==> src/rtl/pipe_pkg.sv <==
// Shared pipeline definitions: register-index width, zero register, ALU control codes.
package pipe_pkg;

    localparam int unsigned RW       = 5;
    localparam int unsigned ZERO_REG = 0;

    typedef enum logic [3:0] {
        ALU_ADD = 4'b0000,
        ALU_AND = 4'b0001,
        ALU_XOR = 4'b0010,
        ALU_SLL = 4'b0011,
        ALU_SUB = 4'b0100,
        ALU_OR  = 4'b0101,
        ALU_LUI = 4'b0110,
        ALU_SRL = 4'b0111,
        ALU_SRA = 4'b1111
    } aluc_e;

endpackage

==> src/rtl/fwd_mux.sv <==
// Operand bypass select: EXE result, then MEM result, else register-file value.
module fwd_mux
    import pipe_pkg::*;
#(
    parameter int unsigned XLEN  = 32,
    parameter int unsigned IDX_W = 5
) (
    input  logic [IDX_W-1:0] idx_i,
    input  logic [XLEN-1:0]  rf_val_i,
    input  logic [XLEN-1:0]  ex_result_i,
    input  logic [IDX_W-1:0] ex_rn_i,
    input  logic             ex_wreg_i,
    input  logic             ex_m2reg_i,
    input  logic [XLEN-1:0]  mem_result_i,
    input  logic [IDX_W-1:0] mem_rn_i,
    input  logic             mem_wreg_i,
    output logic [XLEN-1:0]  val_o
);

    logic ex_hit;
    logic mem_hit;

    // A load in EXE has no data yet; that case is covered by the stall logic.
    assign ex_hit  = ex_wreg_i & ~ex_m2reg_i & (ex_rn_i != IDX_W'(ZERO_REG)) & (ex_rn_i == idx_i);
    assign mem_hit = mem_wreg_i & (mem_rn_i != IDX_W'(ZERO_REG)) & (mem_rn_i == idx_i);

    always_comb begin
        val_o = rf_val_i;
        if (mem_hit) val_o = mem_result_i;
        if (ex_hit)  val_o = ex_result_i;
    end

endmodule

==> src/rtl/id_exe_stage.sv <==
// ID/EXE pipeline register with operand forwarding and load-use stall detection.
module id_exe_stage #(
    parameter int unsigned XLEN = 32,
    parameter int unsigned RW   = pipe_pkg::RW
) (
    input  logic            clk,
    input  logic            rst,
    input  logic            id_valid,
    input  logic [XLEN-1:0] id_ra,
    input  logic [XLEN-1:0] id_rb,
    input  logic [XLEN-1:0] id_imm,
    input  logic [4:0]      id_sa,
    input  logic [RW-1:0]   id_rs,
    input  logic [RW-1:0]   id_rt,
    input  logic            id_use_rs,
    input  logic            id_use_rt,
    input  logic [RW-1:0]   id_rn,
    input  logic [3:0]      id_aluc,
    input  logic            id_aluimm,
    input  logic            id_shift,
    input  logic            id_wreg,
    input  logic            id_m2reg,
    input  logic            id_wmem,
    input  logic [XLEN-1:0] ex_result,
    input  logic [XLEN-1:0] mem_result,
    input  logic [RW-1:0]   mem_rn,
    input  logic            mem_wreg,
    input  logic            flush,
    output logic [XLEN-1:0] ex_a,
    output logic [XLEN-1:0] ex_b,
    output logic [3:0]      ex_aluc,
    output logic [RW-1:0]   ex_rn,
    output logic            ex_wreg,
    output logic            ex_m2reg,
    output logic            ex_wmem,
    output logic            ex_valid,
    output logic [XLEN-1:0] ex_store_data,
    output logic            stall
);

    logic [XLEN-1:0] ex_a_q, ex_a_d;
    logic [XLEN-1:0] ex_b_q, ex_b_d;
    logic [XLEN-1:0] ex_sd_q, ex_sd_d;
    logic [3:0]      ex_aluc_q, ex_aluc_d;
    logic [RW-1:0]   ex_rn_q, ex_rn_d;
    logic            ex_wreg_q, ex_wreg_d;
    logic            ex_m2reg_q, ex_m2reg_d;
    logic            ex_wmem_q, ex_wmem_d;
    logic            ex_valid_q, ex_valid_d;

    logic [XLEN-1:0] fa;
    logic [XLEN-1:0] fb;
    logic            hazard;

    fwd_mux #(.XLEN(XLEN), .IDX_W(RW)) u_fwd_rs (
        .idx_i        (id_rs),
        .rf_val_i     (id_ra),
        .ex_result_i  (ex_result),
        .ex_rn_i      (ex_rn_q),
        .ex_wreg_i    (ex_wreg_q),
        .ex_m2reg_i   (ex_m2reg_q),
        .mem_result_i (mem_result),
        .mem_rn_i     (mem_rn),
        .mem_wreg_i   (mem_wreg),
        .val_o        (fa)
    );

    fwd_mux #(.XLEN(XLEN), .IDX_W(RW)) u_fwd_rt (
        .idx_i        (id_rt),
        .rf_val_i     (id_rb),
        .ex_result_i  (ex_result),
        .ex_rn_i      (ex_rn_q),
        .ex_wreg_i    (ex_wreg_q),
        .ex_m2reg_i   (ex_m2reg_q),
        .mem_result_i (mem_result),
        .mem_rn_i     (mem_rn),
        .mem_wreg_i   (mem_wreg),
        .val_o        (fb)
    );

    assign hazard = ex_valid_q & ex_wreg_q & ex_m2reg_q & (ex_rn_q != RW'(pipe_pkg::ZERO_REG)) &
                    ((id_use_rs & (ex_rn_q == id_rs)) | (id_use_rt & (ex_rn_q == id_rt)));
    // Gated by rst so stall stays low before the first reset edge clears the register.
    assign stall  = hazard & id_valid & ~flush & ~rst;

    always_comb begin
        ex_a_d     = '0;
        ex_b_d     = '0;
        ex_sd_d    = '0;
        ex_aluc_d  = pipe_pkg::ALU_ADD;
        ex_rn_d    = '0;
        ex_wreg_d  = 1'b0;
        ex_m2reg_d = 1'b0;
        ex_wmem_d  = 1'b0;
        ex_valid_d = 1'b0;
        if (id_valid && !flush && !stall) begin
            ex_a_d     = id_shift ? XLEN'(id_sa) : fa;
            ex_b_d     = id_aluimm ? id_imm : fb;
            ex_sd_d    = fb;
            ex_aluc_d  = id_aluc;
            ex_rn_d    = id_rn;
            ex_wreg_d  = id_wreg;
            ex_m2reg_d = id_m2reg;
            ex_wmem_d  = id_wmem;
            ex_valid_d = 1'b1;
        end
    end

    always_ff @(posedge clk) begin
        if (rst) begin
            ex_a_q     <= '0;
            ex_b_q     <= '0;
            ex_sd_q    <= '0;
            ex_aluc_q  <= pipe_pkg::ALU_ADD;
            ex_rn_q    <= '0;
            ex_wreg_q  <= 1'b0;
            ex_m2reg_q <= 1'b0;
            ex_wmem_q  <= 1'b0;
            ex_valid_q <= 1'b0;
        end else begin
            ex_a_q     <= ex_a_d;
            ex_b_q     <= ex_b_d;
            ex_sd_q    <= ex_sd_d;
            ex_aluc_q  <= ex_aluc_d;
            ex_rn_q    <= ex_rn_d;
            ex_wreg_q  <= ex_wreg_d;
            ex_m2reg_q <= ex_m2reg_d;
            ex_wmem_q  <= ex_wmem_d;
            ex_valid_q <= ex_valid_d;
        end
    end

    assign ex_a          = ex_a_q;
    assign ex_b          = ex_b_q;
    assign ex_store_data = ex_sd_q;
    assign ex_aluc       = ex_aluc_q;
    assign ex_rn         = ex_rn_q;
    assign ex_wreg       = ex_wreg_q;
    assign ex_m2reg      = ex_m2reg_q;
    assign ex_wmem       = ex_wmem_q;
    assign ex_valid      = ex_valid_q;

endmodule

==> config.mk <==
export PLATFORM = sky130hd
export DESIGN_NAME = id_exe_stage
export DESIGN_NICKNAME = d
export VERILOG_FILES = /design/src/rtl/pipe_pkg.sv /design/src/rtl/fwd_mux.sv /design/src/rtl/id_exe_stage.sv
export SDC_FILE = /design/constraint.sdc
export NUM_CORES = 1
export LEC_CHECK = 0
export CAP_MARGIN = 20
export CELL_PAD_IN_SITES_DETAIL_PLACEMENT = 1
export CELL_PAD_IN_SITES_GLOBAL_PLACEMENT = 2
export CORE_UTILIZATION = 23
export DETAILED_ROUTE_END_ITERATION = 10
export PLACE_DENSITY = 0.92
export SYNTH_ARGS = -nofsm -noshare
export SYNTH_HDL_FRONTEND = slang
export SYNTH_SLANG_ARGS = --single-unit
export TNS_END_PERCENT = 5
==> constraint.sdc <==
create_clock -name clk -period 4.43 [get_ports clk]
set_input_delay 0.886 -clock clk [delete_from_list [all_inputs] [get_ports clk]]
set_output_delay 0.886 -clock clk [all_outputs]
set_load 0.02 [all_outputs]
### Yosys cells after proc, flatten, opt, wreduce, memory -nomap -nowiden

Index checks and enable logic that the tools add are counted.

* equality and inequality tests: 4
* reduce and logical (&&, ||, !) cells: 8
* bitwise operators: 21
* multiplexer cells: 7

Operators with widths (number)
* 2-to-1 mux 32 bit: 5
* == test 5 bit: 4
* bitwise AND 1 bit: 16
* nonzero test 5 bit: 2
* 2-to-1 mux 5 bit: 1
* inverter 1 bit: 4
* OR reduction 3 bit: 1
* logical AND 1 bit: 2
* logical NOT 1 bit: 2
* OR reduction 2 bit: 1
* 2-to-1 mux 1 bit: 1
* bitwise OR 1 bit: 1

* output and inout bits: 110
* register bits: 109

### Longest topological paths before layout

* word-level depth: 11
* depth in mapped cells: 8
* mapped depth without buffers: 6

### Cells and area by module

From an unflattened synthesis, not the netlist that was laid out.

* cells, all modules: 762
* area total of the unflattened synthesis: 7241.9 um2

By module, submodules not included
* id_exe_stage: cells an instance 392, seq. area each 2182.1 um2, instances 1, area an instance 3958.8 um2
* fwd_mux: cells an instance 185, seq. area each 0.0 um2, instances 2, area an instance 1641.6 um2

### Least setup slack after synthesis

No wires, ideal clock.

* path kind: input to output
* start: input id_rt[3]
* end: output stall
* data arrival time: 1996 ps
* slack: 1548 ps
* data required time: 3544 ps
* stages: 5
* cell sequence: xor2_1 -> nor4_4 -> a22o_1 -> nand2_1 -> nor2_1

* cells in the longest elaborated chain, start to end: 7

RTL lines
* start, declared: line id_exe_stage.sv:14 `input logic [RW-1:0] id_rt,`
* == test 5 bit: line id_exe_stage.sv:82 `((id_use_rs & (ex_rn_q == id_rs)) | (id_use_rt & (ex_rn_q == id_rt)));`
* bitwise AND 1 bit: line id_exe_stage.sv:82
* bitwise OR 1 bit: line id_exe_stage.sv:82
* bitwise AND 1 bit: line id_exe_stage.sv:81 `assign hazard = ex_valid_q & ex_wreg_q & ex_m2reg_q & (ex_rn_q != RW'(pipe_pkg::ZERO_REG)) &`
* bitwise AND 1 bit (3 in a row): line id_exe_stage.sv:84 `assign stall = hazard & id_valid & ~flush & ~rst;`
* end, declared: line id_exe_stage.sv:38 `output logic stall`

No other way between the ends.

### Worst setup path in the final report

Same ends and word-level chain as after synthesis.

==> flow_metrics.py <==
metrics = {
    "sta": {
        "period_share": 0.862,
        "timing.setup.tns_ns": 0,
        "grt_setup_unrepaired": "no",
        "maxSlewViolCount": 0,
        "setup_viol": 0,
        "slew_headroom": 0.317,
        "finClkSkew_ns": 0.0112,
        "fin_crit_ns": 3.82,
        "final_hold_viol_count": 0,
        "worst_slew_pin_slew_ns": 1.02,
        "fmax_mhz": 262,
    },
    "floorplan": {
        "num_rows": 57,
        "ios": 311,
        "dieWidth_um": 161,
        "dieHeight_um": 161,
        "dieArea_um2": 26000,
        "core_um2": 24600,
        "initial_utilization": 0.237,
    },
    "routing": {
        "drt_iter0_markers": 251,
        "postRouteAntennaNets": 0,
        "dr.pass1.iters": 4,
        "drc_errors": 0,
        "vias": 6298,
        "via_per_inst": 5.05,
        "wl_per_cell_um": 21.3,
        "routed_wl_mm": 26.5,
    },
    "critical_path": {
        "cp_top_family": "buffers and inverters",
        "arrival_ns": 2.93,
        "cp_slowest_cell": "clkdlybuf4s50_1",
        "path_class": "in -> out",
        "cp-end-kind": "output port",
        "slowest_delay_ns": 0.62,
        "crit_path_max_fanout": 2,
        "regToRegSetupSlack_ns": 1.69,
        "worstPathRequired_ns": 3.54,
        "critPathBufInv": 2,
        "crit_chain": "clkdlybuf4s50_1, xor2_1, nor4_4, a22o_1, nand2_1, nor2_1, clkdlybuf4s50_1",
        "path_common_cell": "clkdlybuf4s50_1",
        "crit_path_start_kind": "input port",
    },
    "final_layout": {
        "nNetsFinal": 1119,
        "antennaDiodeCount": 0,
        "synthToLayoutAreaGrowth_pct": 63.1,
        "drive_gt1_frac": 0.0899,
        "post-route-cell-area_um2": 9530,
        "nFillCells": 2792,
        "fin_util": 0.387,
    },
    "yosys": {
        "synth_cell_types": 32,
        "ys_seq_area_frac": 0.373,
        "syn_area_per_cell_um2": 9.06,
        "yosysWarnings": 0,
        "synth_top_area_cell": "dfxtp_1",
        "syn_area_um2": 5840,
        "syn_nets": 846,
        "ys.flop_type": "dfxtp_1",
        "synthTopCellsByArea": "dfxtp_1 (37%), a2111oi_2 (6.9%), and4_1 (5.5%), o31a_1 (4.8%), o31ai_1 (4.8%)",
        "yosys_register_bits": 109,
        "synth_enable_flop_cells": 0,
        "netlist.area_leader.share": 0.373,
        "synthCells": 645,
        "synthArstFlopShare": 0,
    },
    "job": {
        "drv_cap": 0,
    },
    "grt": {
        "antenna_found_initial": 0,
        "grt_first_pass_wirelength_mm": 40.8,
        "grt_use_total": 0.206,
        "grt_pass1_vias": 6904,
        "grt.overflow.total": 0,
        "grt_max_degree": 43,
    },
    "clock_network": {
        "clkTransAtPathRegs_ns": 0.08,
        "cts_buffers": 9,
        "cts.sinks": 109,
        "cts_max_level": 3,
        "cts_tree": "built",
        "cts_root_buf": "clkbuf_16",
        "cts_hold_buf": 0,
        "post-cts-setup-buffers": 0,
        "clockBufferDepth": 2,
        "ctsResizeCount": 0,
        "insertion_delay_ns": 0.35,
    },
    "min_path": {
        "min_path_type": "reg -> reg",
    },
    "outcome": {
        "status": "completed",
    },
    "place": {
        "port_buffers": 310,
        "placed_cell_area_um2": 9220,
        "routabilityCongestion": 0.782,
        "hpwl_mm": 19.3,
    },
    "power": {
        "ir_worst_vdd_mv": 0.172,
        "powerDensity_nw_per_um2": 256,
        "p_leak_nw": 3.40,
    },
}
-- through the flow --
stage	worst slack, ns	cells	power, mW	hold slack, ns
detailed placement	0.623	1231	1.59	1.00
finish	0.613	1247	2.44	1.02
CTS	0.607	1247	2.48	1.02
global route	0.501	1247	2.56	1.07
global placement	0.612	1231	1.58	0.971
floorplan	1.55	645	1.26	0.910
-- report_power, final --
part / switching [mW] / total [mW] / internal, mW
Clock: 0.414 / 0.877 / 0.463
Sequential: 0.00935 / 1.01 / 1.00
Combinational: 0.269 / 0.548 / 0.279
Total: 0.692 / 2.44 / 1.75
-- cell usage after synthesis (2+ instances only) --
library cell / count
buf_4: 9
nor3_1: 33
and3_1: 2
a21oi_1: 38
buf_2: 15
inv_1: 38
and2_1: 15
a31oi_1: 42
xnor2_1: 5
mux2i_1: 27
a2111oi_2: 27
a211oi_1: 30
nor2b_1: 2
a211oi_2: 4
and4_1: 37
o31a_1: 32
dfxtp_1: 109
buf_6: 8
nand2_1: 41
xor2_1: 15
nor4_4: 3
nor2_1: 30
nand3_1: 2
clkbuf_1: 37
o31ai_1: 37
-- registers in the layout, indices dropped and copies added (netlist names) --
signal,flops
ex_b,32
ex_wreg,1
ex_valid,1
ex_wmem,1
ex_rn,5
ex_aluc,4
ex_a,32
ex_store_data,32
ex_m2reg,1
-- cell usage in the layout (no fill, tap or decap), types with 2 or more instances in the layout --
cell type and count:
clkdlybuf4s50_1 308, dfxtp_1 109, a31oi_1 42, nand2_1 39, inv_1 38, a21oi_1 38, and4_1 37, o31ai_1 37
nor3_1 33, o31a_1 32, nor2_1 30, a211oi_1 29, mux2i_1 27, a2111oi_2 27, buf_4 17, xor2_1 15
and2_1 14, clkbuf_16 9, xnor2_1 5, a211oi_2 4, buf_12 4, nor4_4 3, nor2b_1 2, nand2_2 2
buf_2 2
-- final cells by class --
| class | count | area [µm²] | share of cell area |
|---|---|---|---|
| Clock buffer | 11 | 243 | 0.0255 |
| Multi-Input combinational cell | 428 | 3180 | 0.334 |
| Timing Repair Buffer | 331 | 3300 | 0.346 |
| Tap cell | 324 | 405 | 0.0425 |
| Sequential cell | 109 | 2180 | 0.229 |
| Inverter | 39 | 146 | 0.0154 |
| Clock inverter | 5 | 66.3 | 0.00696 |
-- kinds of logic (layout without fill, tap and decap cells) --
kind of cell / count (synthesis) / after routing / synth area share
compound gates: 214 / 214 / 0.296
xor+xnor: 20 / 20 / 0.0300
buf+inv: 108 / 386 / 0.0886
flops: 109 / 109 / 0.373
mux: 27 / 27 / 0.0463
simple gates: 167 / 167 / 0.165
-- worst paths after layout --
| kind | start | to | depth (start not counted) |
|---|---|---|---|
| worst max-delay path | id_rt[3] | stall | 7 |
| worst max register to register | ex_rn[3] | ex_store_data[27] | 7 |
| worst min-delay path | ex_valid | ex_b[25] | 4 |
| worst min register to register | ex_valid | ex_b[25] | 4 |
-- metal layers --
layer	GRT usage	up-vias	routed length (µm)
met5	0	-	0
met3	0.0426	37	1560
li1	-	2969	-
met2	0.361	246	13300
met4	0.0678	0	598
met1	0.249	3046	11000
-- worst min-delay path, stage by stage, from the launching register on --
cell and delay, ns:
dfxtp_1 0.32, nand3_1 0.08, a21oi_1 0.06, a21o_4 0.33, a21oi_1 0.16
Note: power is estimated with default switching activity, not from simulation.
